--- src/rtl/pump_pwm_gen.sv ---
// Dual-channel pump PWM generator. Duty commands take effect only at period
// boundaries; increases are slew-limited, decreases apply immediately.
module pump_pwm_gen #(
  parameter int PRESCALE     = 196,
  parameter int RAMP_STEP    = 8,
  parameter int RAMP_PERIODS = 4
) (
  input  logic       clk,
  input  logic       reset,
  input  logic [7:0] duty_target_a,
  input  logic [7:0] duty_target_b,
  input  logic       enable,
  output logic       pwm_a,
  output logic       pwm_b,
  output logic [7:0] duty_active_a,
  output logic [7:0] duty_active_b,
  output logic       period_start,
  output logic       ramping
);

  localparam logic [11:0] PRESC_LAST = 12'(PRESCALE - 1);
  localparam logic [7:0]  RAMP_LAST  = 8'(RAMP_PERIODS - 1);
  localparam logic [8:0]  STEP9      = 9'(RAMP_STEP);
  localparam logic [7:0]  PWM_LAST   = 8'd254;

  logic [11:0]     r_presc_cnt, w_presc_next;
  logic [7:0]      r_pwm_cnt, w_pwm_next;
  logic [7:0]      r_ramp_cnt, w_ramp_next;
  logic [1:0][7:0] r_duty, w_duty_next;
  logic [1:0][7:0] r_tgt, w_tgt_next;
  logic [1:0][7:0] w_target;
  logic [1:0]      r_pwm, w_pwm_bits;
  logic            r_period_start, r_ramping, w_ramping_next;
  logic            w_tick, w_boundary, w_ramp_due;

  // Sum is formed at 9 bits so a large step clamps to the target instead of wrapping.
  function automatic logic [7:0] f_duty_next(input logic [7:0] cur,
                                             input logic [7:0] tgt,
                                             input logic       ramp_due);
    logic [8:0] sum;
    sum = {1'b0, cur} + STEP9;
    if (tgt < cur)
      return tgt;
    else if ((tgt > cur) && ramp_due)
      return (sum > {1'b0, tgt}) ? tgt : sum[7:0];
    else
      return cur;
  endfunction

  always_comb begin
    w_target[0] = duty_target_a;
    w_target[1] = duty_target_b;
    w_tick      = (r_presc_cnt == PRESC_LAST);
    w_boundary  = w_tick && (r_pwm_cnt == PWM_LAST);
    w_ramp_due  = (r_ramp_cnt == RAMP_LAST);

    w_presc_next = w_tick ? 12'd0 : r_presc_cnt + 12'd1;
    w_pwm_next   = r_pwm_cnt;
    if (w_tick)
      w_pwm_next = (r_pwm_cnt == PWM_LAST) ? 8'd0 : r_pwm_cnt + 8'd1;

    w_ramp_next = r_ramp_cnt;
    if (!enable)
      w_ramp_next = 8'd0;
    else if (w_boundary)
      w_ramp_next = w_ramp_due ? 8'd0 : r_ramp_cnt + 8'd1;

    for (int i = 0; i < 2; i++) begin
      w_tgt_next[i]  = w_boundary ? w_target[i] : r_tgt[i];
      w_duty_next[i] = r_duty[i];
      if (!enable)
        w_duty_next[i] = 8'd0;
      else if (w_boundary)
        w_duty_next[i] = f_duty_next(r_duty[i], w_target[i], w_ramp_due);
      // Compare against next-state values so the output lines up with pwm_cnt.
      w_pwm_bits[i] = enable && (w_pwm_next < w_duty_next[i]);
    end

    w_ramping_next = enable && ((w_duty_next[0] < w_tgt_next[0]) ||
                                (w_duty_next[1] < w_tgt_next[1]));
  end

  always_ff @(posedge clk or posedge reset) begin
    if (reset) begin
      r_presc_cnt    <= '0;
      r_pwm_cnt      <= '0;
      r_ramp_cnt     <= '0;
      r_duty         <= '0;
      r_tgt          <= '0;
      r_pwm          <= '0;
      r_period_start <= 1'b0;
      r_ramping      <= 1'b0;
    end else begin
      r_presc_cnt    <= w_presc_next;
      r_pwm_cnt      <= w_pwm_next;
      r_ramp_cnt     <= w_ramp_next;
      r_duty         <= w_duty_next;
      r_tgt          <= w_tgt_next;
      r_pwm          <= w_pwm_bits;
      r_period_start <= w_boundary;
      r_ramping      <= w_ramping_next;
    end
  end

  assign pwm_a         = r_pwm[0];
  assign pwm_b         = r_pwm[1];
  assign duty_active_a = r_duty[0];
  assign duty_active_b = r_duty[1];
  assign period_start  = r_period_start;
  assign ramping       = r_ramping;

endmodule

--- config.mk ---
export PLATFORM = sky130hd
export DESIGN_NAME = pump_pwm_gen
export DESIGN_NICKNAME = d
export VERILOG_FILES = /design/src/rtl/pump_pwm_gen.sv
export SDC_FILE = /design/constraint.sdc
export NUM_CORES = 1
export LEC_CHECK = 0
export CORE_ASPECT_RATIO = 0.5
export CORE_MARGIN = 4
export CORE_UTILIZATION = 59
export DETAILED_ROUTE_END_ITERATION = 8
export PLACE_DENSITY = 0.92
export RECOVER_POWER = 25
export REMOVE_ABC_BUFFERS = 1
export SLEW_MARGIN = 20
export SYNTH_ARGS = -nofsm -noshare
export SYNTH_HDL_FRONTEND = slang
export SYNTH_SLANG_ARGS = --single-unit
--- constraint.sdc ---
create_clock -name clk -period 4.8 [get_ports clk]
set_input_delay 0.96 -clock clk [delete_from_list [all_inputs] [get_ports clk]]
set_output_delay 0.96 -clock clk [all_outputs]
set_load 0.005 [all_outputs]
; ---- Yosys cells after proc, flatten, opt, wreduce, memory -nomap -nowiden
; Index checks and enable logic that the tools add are counted.
[totals]
ramBits = 0
output_inout_bits = 20
latch_bits = 0
mem_count = 0
mem_bits_ro = 0
register_bits = 64
[op_classes]
n_eq_ne = 4
n_shift = 0
mul = 0
reduce_logical = 7
div = 0
add_sub_neg = 5
muxes = 18
n_lt_le_gt_ge = 10
n_bitwise = 0
[op_table]
columns = op, n
row1 = $mux 8, 17
row2 = $lt 8x8->1, 6
row3 = $add 8x4->9 const B, 2
row4 = $gt 9x8->1, 2
row5 = $add 8x1->8 const B, 2
row6 = $gt 8x8->1, 2
row7 = $add 12x1->12 const B, 1
row8 = $eq 12x8->1 const B, 1
row9 = $mux 12, 1
row10 = $eq 8x2->1 const B, 1
row11 = $eq 8x8->1 const B, 1
row12 = $logic_and 1x1->1, 6
row13 = $ne 2x1->1 const B, 1
row14 = $logic_or 1x1->1, 1

; ---- Logic depth before layout (Yosys ltp)
; Gate-level depths: netlist (run 1).
[logic_depth]
word_depth = 10
mapped_depth = 18

; ---- Worst setup path before layout (run 1)
; Ideal clock, no wire load.
[synth_path]
path_type = input port to flip-flop
from = input port duty_target_a[3]
to = register r_pwm[0]
t_required_ns = 4.736
setup_time_ns = 0.064
n_path_buf = 0
stages = 16
slack_ns = 0.603
arrival_ns = 4.133
path_cell_list = inv_1 -> ha_1 -> inv_1 -> or4_1 -> a32o_1 -> a31oi_1 -> o21ai_0 -> a22oi_1 -> a2bb2oi_1 -> ha_1 -> a21oi_1 -> o22ai_1 -> nor4_1 -> nand4_1 -> mux2_4 -> nand2_2
[synth_via]
elab_chain_len = 8
word_cells_on_any_way = 11
classes_between = order compare (4) / mux (5) / reduce/logical (2)
[synth_rtl]
columns = item, line
row1 = "start, declared", 10  ; input logic [7:0] duty_target_a,
row2 = $gt 9x8->1 or $gt 8x8->1 (tied branches), "45, 44"
row3 = $mux 8 or $logic_and 1x1->1 (tied branches), "45, 44"
row4 = $mux 8, 44  ; else if ((tgt > cur) && ramp_due)
row5 = $mux 8 (*), 42  ; if (tgt < cur)
row6 = $mux 8 (*), 73  ; else if (w_boundary)
row7 = $mux 8 (*), 71  ; if (!enable)
row8 = $lt 8x8->1 (*), 76  ; w_pwm_bits[i] = enable && (w_pwm_next < w_duty_next[i]);
row9 = $logic_and 1x1->1 (*), 76
row10 = net w_pwm_bits[0], 32  ; logic [1:0] r_pwm, w_pwm_bits;
row11 = "end signal, assigned", 99  ; r_pwm <= w_pwm_bits;
row12 = "end, declared", 32
; The timed path passes the listed nets; every way through them passes the cells marked *.
; A chain may end at the register's enable or synchronous reset.

==> results of run 1 <==
## kinds of logic (layout without fill, tap and decap cells)
logic type               after synthesis  in the layout  synth area share
AO/OA/AOI/OAI                        108            108             0.157
multiplexers                          24             24            0.0527
adder cells (fa/ha/maj)               66             66             0.177
XOR/XNOR                              20             20            0.0374
flip-flops                            64             64             0.342
AND/OR/NAND/NOR                      154            154             0.179
buffers and inverters                 68            147            0.0556
## worst paths after layout
kind / endpoint / slack, ns / depth (start not counted)
worst min-delay path: r_presc_cnt[11] / 0.47 / 1
worst max-delay path: ramping / 0.02 / 19
min in group asynchronous: r_presc_cnt[4] / 1.64 / 2
max in group asynchronous: r_ramp_cnt[0] / 2.10 / 3
worst max register to register: ramping / 0.11 / 20
worst min register to register: r_presc_cnt[11] / 0.47 / 1
## per-layer routing
layer  vias to the layer above  global-route usage  part of all wire
li1                       1973                   -                 -
met1                      2145               0.350              0.39
met2                       305               0.502              0.47
met3                        78              0.0696             0.094
met4                         0               0.147             0.049
met5                         -                   0                 0
## flip-flops by register name, summed over array words and instances, names as in the netlist
register       flops
r_tgt             16
r_presc_cnt       12
duty_active_a      8
duty_active_b      8
r_pwm_cnt          8
r_ramp_cnt         8
r_pwm              2
period_start       1
ramping            1
## through the flow
stage | worst slack [ns] | total power, W | setup TNS [ns] | cells | utilization
floorplan | 0.449 | 0.000606 | 0 | 496 | -
global placement | -0.284 | 0.000659 | -0.284 | 674 | 0.718
detailed placement | -0.409 | 0.000662 | -0.473 | 674 | 0.718
CTS | 0.0739 | 0.00133 | 0 | 689 | 0.760
global route | -0.0885 | 0.00138 | -0.0972 | 691 | 0.771
finish | 0.0235 | 0.00135 | 0 | 691 | 0.771
## cells in the final DEF (no fill, tap or decap), types with 4 or more instances in the layout
cell              n
a2bb2oi_1         4
nor2_1           26
ha_1             66
nand2_1          29
inv_1            58
nand4_1          15
nor2b_1           6
and3_1            9
nand2b_1          4
o2bb2ai_1         4
dfrtp_1          64
mux2i_1          22
o21ai_0          23
clkbuf_16         9
nand3_1          25
a21o_1           10
xor2_1           10
xnor2_1          10
a211o_1           5
nor3_1            7
buf_4            34
and2_1            7
clkdlybuf4s50_1  37
a21oi_1          25
## final cells by class
| type | count | area [um^2] |
|---|---|---|
| Fill cell | 412 | 1720 |
| Sequential cell | 64 | 1600 |
| Timing Repair Buffer | 72 | 636 |
| Clock buffer | 12 | 267 |
| Inverter | 60 | 226 |
| Multi-Input combinational cell | 372 | 2890 |
| Clock inverter | 3 | 40.0 |
| Tap cell | 108 | 135 |
## report_power, final
group | leakage [nW] | internal [W] | switching (W)
clock network | 0.154 | 0.000439 | 0.000243
registers | 0.846 | 0.000544 | 0.00000138
logic | 1.87 | 0.0000520 | 0.0000656
## critical path: cells and delay by family
| kind | cells | cell delay (ns) |
|---|---|---|
| AOI/OAI and AO/OA | 8 | 1.49 |
| adders and majority gates | 2 | 0.57 |
| buffers and inverters | 5 | 0.96 |
| and+or+nand+nor | 4 | 1.06 |
## repair_timing
item | in CTS | in global routing
endpoints found under the setup margin | 1 | 3
resized for setup | 1 | 15
pin swaps | 0 | 5
gates cloned | 0 | 0
setup buffers | 0 | 2
==> results.md, run 1 <==
- Crit end category: flip-flop
- Cell Area, Synth: 0.00468 mm^2
- Crit path DAT: 5.05 ns
- Power per cell area: 232 mW/mm^2
- Net count, final: 664
- Ant diodes: 0
- Peak supply drop: 160 uV
- Bufs on Longest Clock Path: 2
- Max incr delay on CP: 0.55 ns
- Top_reg_cell synth: dfrtp_1
- FFs w/ async S/R, synth: 1.00
- CTS sink cnt: 64
- Final hold vios: 0
- Clock tree from TritonCTS: done
- Finish-stage setup viols: 0
- Clk_lat worst skew: 0.34 ns
- Port buffer count: 38
- Core Area: 0.00751 mm^2
- DRT Wirelength: 14100 um
- Worst Setup SP: duty_target_a[4]
- Clock skew: 0.00838 ns
- Worst hold path type: flip-flop to flip-flop
- Synth Instances: 504
- Via count: 4501
- Setup CP Type: input pin to flip-flop
- Routed wire length per instance: 20.4 um
- Number of flops mapped to enable cells by yosys: 0
- Post-synth top area cell: dfrtp_1
- DRT iter0 DRCs: 588
- List of most frequent post-synthesis cells: ha_1 (66), dfrtp_1 (64), inv_1 (59)
- Static Leak: 2.87 nW
- First-pass GRT wire length: 22000 um
- Slowest cell on the critical path: or4_1
- Die H: 71.0 um
- First-pass detailed-route iteration total: 6
- Total number of yosys warnings: 0
- Initial Utilization: 0.623
- Tightest Pin Transition: 2.11 ns
- Share of cells above drive strength 1: 0.129
- Finished Cell Area: 0.00579 mm^2
- Num rows: 22
- Sequential cell area fraction in the yosys report: 0.342
- Routed Antenna Nets: 0
- Reg2reg start: duty_active_a[5]
- Layout area overhead: 23.9%
- Avg Synthesized Cell Area: 9.28 um^2
- WHS: 0.470 ns
- Critical-path maximum fanout: 4
- Synth top area share: 0.342
- Die W: 134 um
- Die area: 0.00950 mm^2
- Reg clk slew, reported paths: 0.05 ns
- Pins Over Slew Limit: 49
- Fmax: 209 MHz
- Hold buffer count at cts: 0
- Most frequent cell after synthesis: ha_1
- GRT Util Overall: 0.293
- CTS H-Tree Depth: 3
- Post-DP Area: 0.00540 mm^2
- Synth top area cells: dfrtp_1 (34%), ha_1 (18%), inv_1 (4.7%)
- Dpl hpwl: 9140 um
- Root buffer selected by CTS: clkbuf_16
- Vias per cell: 6.51
- CP Launch Type: input pin
- Slew HR: -0.415
- Largest net degree at the start of global routing: 49
- Status: finished with violations
- Gr ovfl total: 0
- Antenna violations before repair: 0
- IO Pins: 39
- Cells along the critical path: clkdlybuf4s50_1 > inv_1 > ha_1 > inv_1 > or4_1 > a32o_1 > a31oi_2 > buf_4 > and3b_2 > a22oi_1 > o2bb2ai_2 > ha_1 > a21oi_1 > nor2b_1 > o21ai_0 > nand3b_1 > buf_4 > o21ai_0 > a211o_1
- Failing checks: max-capacitance violations, max-slew violations
- TritonCTS buffer count: 9
- Required time worst endpoint: 5.08 ns
- Vias in the first global route: 4439
- Max_cap viols: 1
- Synth cell types: 59
- GP Congestion: 0.991
- Synthesized flop and latch total: 64
- Period utilisation layout: 0.995
- HP Start: r_presc_cnt[11]
- DRC viols: 0
- Tmin final: 4.78 ns
Note: power is estimated with default switching activity, not from simulation.
==> run 2: changes to the inputs <==
PLACE_DENSITY = default   (was 0.92)
PLACE_DENSITY_LB_ADDON = 0.08   (was default)
SETUP_SLACK_MARGIN = 0.02   (was default)
==> results.md, run 2 (synthesized netlist as in run 1, its figures left out) <==
- Reg clk slew, reported paths: 0.05 ns
- CTS sink cnt: 64
- First-pass GRT wire length: 19800 um
- Clock tree from TritonCTS: done
- Hold buffer count at cts: 0
- Finished Core Util: 0.766
- Share of cells above drive strength 1: 0.114
- Routed Antenna Nets: 0
- Setup CP Type: input pin to flip-flop
- Net count, final: 669
- Fmax: 219 MHz
- Commonest non-fill, non-tap cell in the layout: ha_1
- Ant diodes: 0
- Crit path max-delay family: compound AO/OA/AOI/OAI gates
- Largest register FFs: 16
- Slew HR: 0.161
- Largest net degree at the start of global routing: 34
- Die area: 0.00950 mm^2
- Slowest cell on the critical path: clkdlybuf4s50_1
- Share of power burned in registers: 0.413
- Die W: 134 um
- Power per cell area: 229 mW/mm^2
- Vias per cell: 5.85
- Core Area: 0.00751 mm^2
- First-pass detailed-route iteration total: 5
- CTS H-Tree Depth: 3
- Die H: 71.0 um
- Clk network pwr share: 0.501
- Worst-case reg-to-reg path depth: 15
- CP Launch Type: input pin
- DRT Wirelength: 11700 um
- DRT iter0 DRCs: 310
- Post-DP Area: 0.00544 mm^2
- Clock skew: 0.0102 ns
- Finish-stage setup viols: 0
- Buf+Inv Stages, Crit Path: 3
- Initial Utilization: 0.623
- Layout area overhead: 23.1%
- Place WS: -0.212 ns
- Dpl hpwl: 8770 um
- Min-Delay Path Depth: 1
- Largest Register: r_tgt
- Num rows: 22
- Final worst slack: 0.225 ns
- Cells along the critical path: clkdlybuf4s50_1 > inv_1 > ha_1 > and3_1 > nand4_1 > o2bb2ai_1 > a31oi_1 > o22ai_2 > buf_4 > a32o_1 > or2_2 > ha_1 > a21o_1 > a21o_1 > a211oi_2 > and4b_1 > a211o_1
- Crit end category: flip-flop
- Pins Over Slew Limit: 0
- Antenna violations before repair: 0
- Root buffer selected by CTS: clkbuf_16
- Finished Cell Area: 0.00576 mm^2
- Max_cap viols: 0
- Final hold vios: 0
- TritonCTS buffer count: 9
- Unrepaired setup endpoints after global routing: true
- Routed wire length per instance: 16.8 um
- Critical-path maximum fanout: 6
- Logic pwr share: 0.086
- Tmin final: 4.57 ns
- IO Pins: 39
- Peak supply drop: 153 uV
- Max incr delay on CP: 0.56 ns
- Via count: 4076
- Sw power: 0.000295 W
- Required time worst endpoint: 5.08 ns
- Bufs on Longest Clock Path: 2
- Static Leak: 2.88 nW
- Worst hold path type: flip-flop to flip-flop
- Status: finished, final reports clean
- Commonest cells after routing, fill and taps aside: ha_1 (66), dfrtp_1 (64), inv_1 (59), buf_4 (38), clkdlybuf4s50_1 (37)
- Total Power: 0.00132 W
- Top flop regs: r_tgt: 16 flops, r_presc_cnt: 12 flops
- Crit path DAT: 4.85 ns
- Clk_lat worst skew: 0.33 ns
- GRT Util Overall: 0.261
- Internal power: 0.00102 W
- DRC viols: 0
- Vias in the first global route: 4257
- Port buffer count: 38
- Worst path depth: 17
- Period utilisation layout: 0.953
- GP Congestion: 0.920
- Gr ovfl total: 0
- Tightest Pin Transition: 1.26 ns
- Sw Share: 0.224
[run 2: cell count changes in the layout (fill, tap and decap cells not counted), sizes merged]
| cell | delta |
|---|---|
| buf | +4 |
| clkbuf | +2 |
| clkinvlp | -1 |
| inv | +1 |
[run 2: what timing repair did]
action | in CTS | in global routing
buffers inserted | 0 | 1
resized for setup | 0 | 5
hold endpoints to repair | 0 | 0
setup endpoints to repair | 0 | 3
[run 2: layout make-up]
type,instances,area [um^2]
Inverter,60,225
Multi-Input combinational cell,372,2830
Clock buffer,13,260
Fill cell,590,1760
Tap cell,108,135
Timing Repair Buffer,77,669
Clock inverter,3,40.0
Sequential cell,64,1600
[run 2: power by group through the flow]
stage	sequential, W	clock (W)	combinational [W]
3_3_place_gp	0.000554	0	0.000109
6_report	0.000545	0.000661	0.000113
2_1_floorplan	0.000554	0	0.0000523
5_1_grt	0.000545	0.000696	0.000127
3_5_place_dp	0.000554	0	0.000112
4_1_cts	0.000545	0.000668	0.000113
[run 2: worst paths after layout]
check	to	slack (ns)	start
min in group asynchronous	r_presc_cnt[5]	1.41	reset
hold / removal	r_presc_cnt[11]	0.48	r_presc_cnt[11]
hold reg to reg	r_presc_cnt[11]	0.48	r_presc_cnt[11]
max in group asynchronous	duty_active_a[3]	2.31	reset
setup reg to reg	ramping	0.40	r_presc_cnt[0]
setup / recovery	ramping	0.23	duty_target_b[7]
[run 2: per-layer routing]
layer	part of all wire	GRT usage
met5	0	0
met4	0.017	0.0730
met3	0.056	0.0668
met2	0.48	0.454
met1	0.45	0.325
[run 2: stage by stage]
stage | setup TNS, ns | cells | hold slack (ns)
floorplan | 0 | 496 | 0.443
global placement | -0.262 | 680 | 0.465
detailed placement | -0.337 | 680 | 0.471
CTS | 0 | 696 | 0.477
global route | 0 | 697 | 0.502
finish | 0 | 697 | 0.475
